--- src/rtl/ps2_rx_fifo.sv ---
// ps2_rx_fifo
//   Receives PS/2 keyboard frames (start, 8 data bits LSB first, odd parity,
//   stop) and buffers the resulting scancodes in a first-word-fall-through FIFO.
//   Bad parity, bad stop bit and stalled frames are reported as one-cycle
//   pulses; a good byte lost to a full FIFO sets a sticky overflow flag.
//
// Ports
//   clk_sys     in   system clock, all logic on the rising edge
//   reset       in   synchronous, active-high
//   ps2_clk     in   PS/2 clock (asynchronous; synchronised then filtered)
//   ps2_data    in   PS/2 data (asynchronous; synchronised)
//   rd          in   pop strobe, honoured only while valid=1
//   dout        out  head-of-FIFO scancode, 0 while the FIFO is empty
//   valid       out  FIFO not empty
//   parity_err  out  pulse: frame with bad odd parity was discarded
//   frame_err   out  pulse: frame with stop bit 0 was discarded
//   timeout     out  pulse: in-progress frame aborted after TIMEOUT_CYC idle cycles
//   overflow    out  sticky: a good byte was dropped on a full FIFO
//   dbg_state_o out  receiver FSM state (0 IDLE, 1 DATA, 2 PARITY, 3 STOP)
//
// Handshake: a byte is consumed on every rising edge where rd=1 and valid=1;
// dout/valid reflect the next entry from the following cycle on. rd while
// valid=0 has no effect.

module ps2_rx_fifo #(
  parameter int FILT_LEN    = 4,
  parameter int TIMEOUT_CYC = 50000,
  parameter int DEPTH_LOG2  = 3
) (
  input  logic       clk_sys,
  input  logic       reset,
  input  logic       ps2_clk,
  input  logic       ps2_data,
  input  logic       rd,
  output logic [7:0] dout,
  output logic       valid,
  output logic       parity_err,
  output logic       frame_err,
  output logic       timeout,
  output logic       overflow,
  output logic [1:0] dbg_state_o
);

  localparam int DEPTH = 1 << DEPTH_LOG2;
  localparam int FCW   = (FILT_LEN > 1) ? $clog2(FILT_LEN) : 1;
  localparam int TCW   = $clog2(TIMEOUT_CYC + 1);

  typedef enum logic [1:0] {S_IDLE, S_DATA, S_PARITY, S_STOP} state_e;

  // ---------------- synchronisers and clock filter ----------------
  logic           clk_s1_q, clk_s2_q, dat_s1_q, dat_s2_q;
  logic           filt_q, filt_d, filt_prev_q;
  logic [FCW-1:0] fcnt_q, fcnt_d;
  logic           fall;

  always_ff @(posedge clk_sys) begin
    if (reset) begin
      clk_s1_q    <= 1'b1;
      clk_s2_q    <= 1'b1;
      dat_s1_q    <= 1'b1;
      dat_s2_q    <= 1'b1;
      filt_q      <= 1'b1;
      filt_prev_q <= 1'b1;
      fcnt_q      <= '0;
    end else begin
      clk_s1_q    <= ps2_clk;
      clk_s2_q    <= clk_s1_q;
      dat_s1_q    <= ps2_data;
      dat_s2_q    <= dat_s1_q;
      filt_q      <= filt_d;
      filt_prev_q <= filt_q;
      fcnt_q      <= fcnt_d;
    end
  end

  // A new level must disagree with the filtered clock for FILT_LEN
  // consecutive cycles; any agreement in between restarts the count.
  always_comb begin
    filt_d = filt_q;
    fcnt_d = fcnt_q;
    if (clk_s2_q == filt_q) begin
      fcnt_d = '0;
    end else if (fcnt_q == FCW'(FILT_LEN - 1)) begin
      filt_d = clk_s2_q;
      fcnt_d = '0;
    end else begin
      fcnt_d = fcnt_q + FCW'(1);
    end
  end

  assign fall = filt_prev_q & ~filt_q;

  // ---------------- frame receiver FSM ----------------
  state_e         state_q, state_d;
  logic [7:0]     shreg_q, shreg_d;
  logic [2:0]     bitcnt_q, bitcnt_d;
  logic           par_ok_q, par_ok_d;
  logic [TCW-1:0] tcnt_q, tcnt_d;
  logic           par_err_q, par_err_d, frm_err_q, frm_err_d, tmo_q, tmo_d;
  logic           push;

  always_ff @(posedge clk_sys) begin
    if (reset) begin
      state_q   <= S_IDLE;
      shreg_q   <= '0;
      bitcnt_q  <= '0;
      par_ok_q  <= 1'b0;
      tcnt_q    <= '0;
      par_err_q <= 1'b0;
      frm_err_q <= 1'b0;
      tmo_q     <= 1'b0;
    end else begin
      state_q   <= state_d;
      shreg_q   <= shreg_d;
      bitcnt_q  <= bitcnt_d;
      par_ok_q  <= par_ok_d;
      tcnt_q    <= tcnt_d;
      par_err_q <= par_err_d;
      frm_err_q <= frm_err_d;
      tmo_q     <= tmo_d;
    end
  end

  always_comb begin
    state_d   = state_q;
    shreg_d   = shreg_q;
    bitcnt_d  = bitcnt_q;
    par_ok_d  = par_ok_q;
    par_err_d = 1'b0;
    frm_err_d = 1'b0;
    tmo_d     = 1'b0;
    push      = 1'b0;
    // Idle counter measures cycles since the last accepted falling edge.
    tcnt_d    = (state_q == S_IDLE || fall) ? '0 : tcnt_q + TCW'(1);

    if (state_q != S_IDLE && !fall && tcnt_q == TCW'(TIMEOUT_CYC - 1)) begin
      state_d = S_IDLE;
      tmo_d   = 1'b1;
      tcnt_d  = '0;
    end else if (fall) begin
      case (state_q)
        S_IDLE: begin
          // A fall with data high is not a start bit; ignore it.
          if (!dat_s2_q) begin
            state_d  = S_DATA;
            bitcnt_d = '0;
          end
        end
        S_DATA: begin
          shreg_d  = {dat_s2_q, shreg_q[7:1]};
          bitcnt_d = bitcnt_q + 3'd1;
          if (bitcnt_q == 3'd7) state_d = S_PARITY;
        end
        S_PARITY: begin
          par_ok_d = ^{shreg_q, dat_s2_q};
          state_d  = S_STOP;
        end
        S_STOP: begin
          // A bad stop bit outranks a parity error.
          if (!dat_s2_q)     frm_err_d = 1'b1;
          else if (par_ok_q) push      = 1'b1;
          else               par_err_d = 1'b1;
          state_d = S_IDLE;
        end
        default: state_d = S_IDLE;
      endcase
    end
  end

  // ---------------- FWFT FIFO ----------------
  logic [7:0]        mem_q [DEPTH];
  logic [DEPTH_LOG2:0] wptr_q, rptr_q;
  logic              empty, full, pop, wr_en, ovf_q;

  assign empty = (wptr_q == rptr_q);
  assign full  = (wptr_q[DEPTH_LOG2] != rptr_q[DEPTH_LOG2]) &&
                 (wptr_q[DEPTH_LOG2-1:0] == rptr_q[DEPTH_LOG2-1:0]);
  assign pop   = rd & ~empty;
  // A pop in the same cycle frees the slot the push lands in.
  assign wr_en = push & (~full | pop);

  always_ff @(posedge clk_sys) begin
    if (wr_en) mem_q[wptr_q[DEPTH_LOG2-1:0]] <= shreg_q;
  end

  always_ff @(posedge clk_sys) begin
    if (reset) begin
      wptr_q <= '0;
      rptr_q <= '0;
      ovf_q  <= 1'b0;
    end else begin
      if (wr_en) wptr_q <= wptr_q + 1'b1;
      if (pop)   rptr_q <= rptr_q + 1'b1;
      if (push && full && !pop) ovf_q <= 1'b1;
    end
  end

  assign dout        = empty ? 8'h00 : mem_q[rptr_q[DEPTH_LOG2-1:0]];
  assign valid       = ~empty;
  assign parity_err  = par_err_q;
  assign frame_err   = frm_err_q;
  assign timeout     = tmo_q;
  assign overflow    = ovf_q;
  assign dbg_state_o = state_q;

endmodule
--- config.mk ---
export PLATFORM = sky130hd
export DESIGN_NAME = ps2_rx_fifo
export DESIGN_NICKNAME = d
export VERILOG_FILES = /design/src/rtl/ps2_rx_fifo.sv
export SDC_FILE = /design/constraint.sdc
export NUM_CORES = 1
export LEC_CHECK = 0
export ABC_AREA = 1
export CAP_MARGIN = 15
export CORE_MARGIN = 8
export CORE_UTILIZATION = 45
export DETAILED_ROUTE_END_ITERATION = 7
export GPL_ROUTABILITY_DRIVEN = 0
export HOLD_SLACK_MARGIN = 0.08
export REMOVE_ABC_BUFFERS = 1
export SLEW_MARGIN = 20
export SYNTH_ARGS = -nofsm -noshare
export SYNTH_HDL_FRONTEND = slang
export SYNTH_SLANG_ARGS = --single-unit
--- constraint.sdc ---
create_clock -name clk_sys -period 2 [get_ports clk_sys]
set_clock_uncertainty 0.2 [all_clocks]
set_input_delay 0.2 -clock clk_sys [delete_from_list [all_inputs] [get_ports clk_sys]]
set_output_delay 0.2 -clock clk_sys [all_outputs]
set_load 0.05 [all_outputs]
==> metrics list <==
- Maximum resistive drop on vdd: just under 500 uV
- The tightest min-delay check is of the in -> reg type.
* Row count: 39
* Launching element type of the critical path: flip-flop
- The final reports fail on setup timing.
* Worst EP arrival: 1.75 ns
- The HPWL after detailed placement is 7720 microns.
* Worst path cell trace: buf_12 > buf_16 > o21ai_0 > o21ai_1 > o21ai_1 > nor2_1 > buf_6
- Met2 Use GR: 27.9%
- The first global-routing pass estimated 19,500 microns of wire.
- Counting the buffers created by CTS gives 17.
- Setup violations remaining at the end of the flow were counted as 8.
- Max-Cap Viols: 0
- In the routed design, unresolved DRC markers number 0.
* Count of flip-flops with a built-in enable after synthesis: 64
- Flop and latch count out of synthesis: 117
* Count of distinct cell types in the synthesized netlist: 37
- Post-DRT Antenna Nets: 0
- Most common library cell in the layout ignoring fill and taps: sky130_fd_sc_hd__nand2_1
- The number of pins with negative max-slew slack in the final report came to 0.
- Input and output buffers added on the ports amount to 19.
- In this design, the largest share of critical-path delay is due to compound AO/OA/AOI/OAI gates.
- The largest individual stage delay along the critical path comes from the cell sky130_fd_sc_hd__dfxtp_4.
- The floorplan step defined a die boundary enclosing 15,000 sq um.
- Gate count of the mapped netlist: roughly 530
- Wirelength, routed: 11,900 microns
* Cells on worst reg2reg path: 8
- In this run the critical register-to-register path is captured at mem_q[1][3].
- The Yosys step of the flow raised 0 warnings.
- Highest-count cells in the layout ignoring fill and taps: sky130_fd_sc_hd__nand2_1 (71), sky130_fd_sc_hd__edfxtp_1 (64), sky130_fd_sc_hd__nor2_1 (62)
* Io pins: 20
- For this run, the detailed router's first-pass iteration total came to 4.
- Netlist Area Pre-Place: just over 5000 sq um
- Global-route congestion overflow total: 0
* Via count: 3,905
* Clock Pin Slew Worst Setup and Hold Paths: 0.05 ns
- For the final routed database, the setup TNS stands at -0.896 ns.
* Pin count of the biggest net entering global routing: 33
- Global routing consumed, on the met3 layer, 4.65% of the routing resources.
- Endpoint with the worst hold slack: clk_s1_q
- Dividing the detail-routed via count by the number of cells gives 5.20.
- Transition time at the pin with the least slew margin: approximately 0.49 ns
- Count of endpoints failing hold in the final timing report: 0
- Total leakage power: about 0.0025 uW
* Share of synthesized cell area in and, or, nand and nor gates: 19.8%
* Final period utilization: 107%
* Maximum achievable frequency: 465 MHz
- Mapped Avg Cell Area: 9.67 sq um
- Compound-Gate Fraction of Synth Area: 9.62%
- Starting utilization of the core area: roughly 45%
* Async SR Flop Fraction: 0%
* Launch point of the worst hold path: ps2_clk
* Critical path start-end classification: reg -> out
* Utilization of the core after routing: 59.2%
- Setup repair after global routing could not meet its margin everywhere.
- PD cells: between 700 and 800 nW/um^2
* Most crowded layer after global routing: met2
- Layout Area Growth over Synthesis: 30.8%
- STA puts the critical path data required time at ~1.6 ns.
* Flip-flop cell with the highest count after synthesis: sky130_fd_sc_hd__edfxtp_1
- Worst-case register-to-register setup slack: around 0.040 ns
- Of all nets on the critical path, the largest fanout is 8.
- Final setup slack of the worst path: -0.150 ns
* Slew margin rel.: between 60 and 70%
* Per-cell routed wire length: about 16 microns
* Chip width: 122 microns
- Together, buffers and inverters on the worst path number 3.
* Setup crit end kind: primary output
- For this run, the slowest stage of the critical path takes 0.37 ns.
- DRC violation total after the first TritonRoute iteration: about 280
- Total of fill cells in the finished design: 948
- TritonCTS built the clock tree.
- For the finished layout, the period the worst path requires is about 2.1 ns.
- In this run the clock root is driven by a sky130_fd_sc_hd__clkbuf_16.
- Diode insertion count for antenna repair: 0
- Overall global routing resource usage: between 15 and 20%
- CTS H-tree depth: 4
* Layout cell share with drive strength beyond 1: 27.0%
* Number of stages on the worst hold path: 2
* Synthesized-area fraction occupied by xor and xnor cells: 2.56%
- Antenna violations before repair: 0
* Met1 track demand over resource: 20.3%
- Dominant combinational cell family by area after synthesis: simple AND/OR/NAND/NOR gates
- Via count of the first global-routing pass: 3,817
* Die height: 122 microns
- Sequential element share of the synthesized area: 58.7%
- Clock latency on the worst-skew pair, taken at its later pin, is 0.41 ns.
- The synthesized netlist devotes roughly 2.5% of its cell area to adder and majority cells.
* Reg-to-Reg Start: dbg_state_o[0]
* Number of nets in the layout: 610
- Buffers from clock root to sink, at most: 2
- Clk sinks: approximately 120
* Run status: complete, but fails checks
- Multiplexer area fraction after synthesis: between 1.5 and 2%
- In this design, the critical path's most frequently occurring cell is sky130_fd_sc_hd__o21ai_1.
- In this run the standard cell core region covers approximately 11,000 sq um.
## synth_stat cells, types with 3 or more instances
cell type	n	area share (%)
sky130_fd_sc_hd__xor2_1	10	1.7
sky130_fd_sc_hd__dfxtp_1	53	21
sky130_fd_sc_hd__nand2_1	74	5.5
sky130_fd_sc_hd__mux2i_1	8	1.6
sky130_fd_sc_hd__o21ai_0	45	4.4
sky130_fd_sc_hd__nand3_2	3	0.59
sky130_fd_sc_hd__clkbuf_1	8	0.59
sky130_fd_sc_hd__inv_2	6	0.44
sky130_fd_sc_hd__buf_2	7	0.69
sky130_fd_sc_hd__ha_1	10	2.5
sky130_fd_sc_hd__nor3_1	5	0.49
sky130_fd_sc_hd__nand3_1	24	2.4
sky130_fd_sc_hd__a21oi_1	30	3.0
sky130_fd_sc_hd__inv_1	42	3.1
sky130_fd_sc_hd__nand4_1	10	1.2
sky130_fd_sc_hd__or2_2	4	0.49
sky130_fd_sc_hd__nor2_1	81	6.0
sky130_fd_sc_hd__nand2_2	3	0.37
sky130_fd_sc_hd__o21ai_1	8	0.79
sky130_fd_sc_hd__xnor2_1	3	0.52
sky130_fd_sc_hd__edfxtp_1	64	38
sky130_fd_sc_hd__o22ai_1	8	0.98
## kinds of logic (layout without fill, tap and decap cells)
kind of cell / after synthesis / count (layout)
and+or+nand+nor: 217 / 218
DFF: 117 / 117
AOI/OAI and AO/OA: 94 / 94
buffers and inverters: 66 / 147
xor gates and xnor gates: 14 / 14
adders and majority gates: 10 / 10
muxes: 8 / 8
## routing by layer
metal / share of wire [%] / vias up
li1: - / 1933
met1: 43 / 1871
met2: 50 / 80
met3: 4.0 / 21
met4: 2.3 / 0
met5: 0 / -
## worst reg2reg max path: cells and delay by family, from the launching register on
kind	cells	cell delay, ns
fa+ha+maj	1	0.15
buf+inv	3	0.24
flops	1	0.32
simple gates	4	0.75
## flip-flops by register name (all words and copies together) (netlist names), 2 cells and up, named ones only
name / cells
tcnt_q: 16
bitcnt_q: 3
wptr_q: 4
fcnt_q: 2
shreg_q: 8
mem_q: 64
rptr_q: 4
dbg_state_o: 2
## how the worst max path moves through the flow
| stage | from | to | slack [ns] | cells after the start |
|---|---|---|---|---|
| floorplan | dbg_state_o[1] | mem_q[0][0] | -0.48 | 7 |
| global placement | dbg_state_o[0] | mem_q[6][5] | 0.11 | 8 |
| detailed placement | flip-flop | dout[1] | 0.07 | 7 |
| CTS | flip-flop | dout[3] | -0.14 | 7 |
| global route | flip-flop | dout[0] | -0.28 | 7 |
| finish | flip-flop | dout[0] | -0.15 | 7 |
## cell type report
| cell class | instances | area (sq um) | share of cell area (%) |
|---|---|---|---|
| tap | 143 | 179 | 2.69 |
| inverter | 48 | 195 | 2.94 |
| clock buffer | 24 | 452 | 6.79 |
| clock inverter | 8 | 35.0 | 0.527 |
| timing repair buffer | 67 | 723 | 10.9 |
| sequential | 117 | 3000 | 45.1 |
| multi-input combinational | 344 | 2060 | 31.1 |
## report_power, final
part | total (uW) | switching (uW) | internal, uW
Clock | 2490 | 947 | 1550
Sequential | 2520 | 1.92 | 2510
Combinational | 42.1 | 23.7 | 18.4
## metrics by stage
step	cells	setup WS, ns	hold WS [ns]	instance area, sq um	power, uW
after floorplan	508	-0.476	0.0624	5000	2580
after global placement	702	0.109	0.195	5620	2610
after detailed placement	702	0.0746	0.203	5620	2610
after CTS	749	-0.138	0.139	6470	5100
after global routing	751	-0.277	0.151	6650	5220
final	751	-0.150	0.148	6650	5050
## what timing repair did
item | CTS | global route
endpoints found under the hold margin | 0 | 0
hold buffers | 0 | 0
gates cloned | 5 | 0
pin swaps | 25 | 31
buffers inserted | 10 | 3
setup endpoints to repair | 9 | 65
resized for setup | 69 | 60
Note: power is estimated with default switching activity, not from simulation.
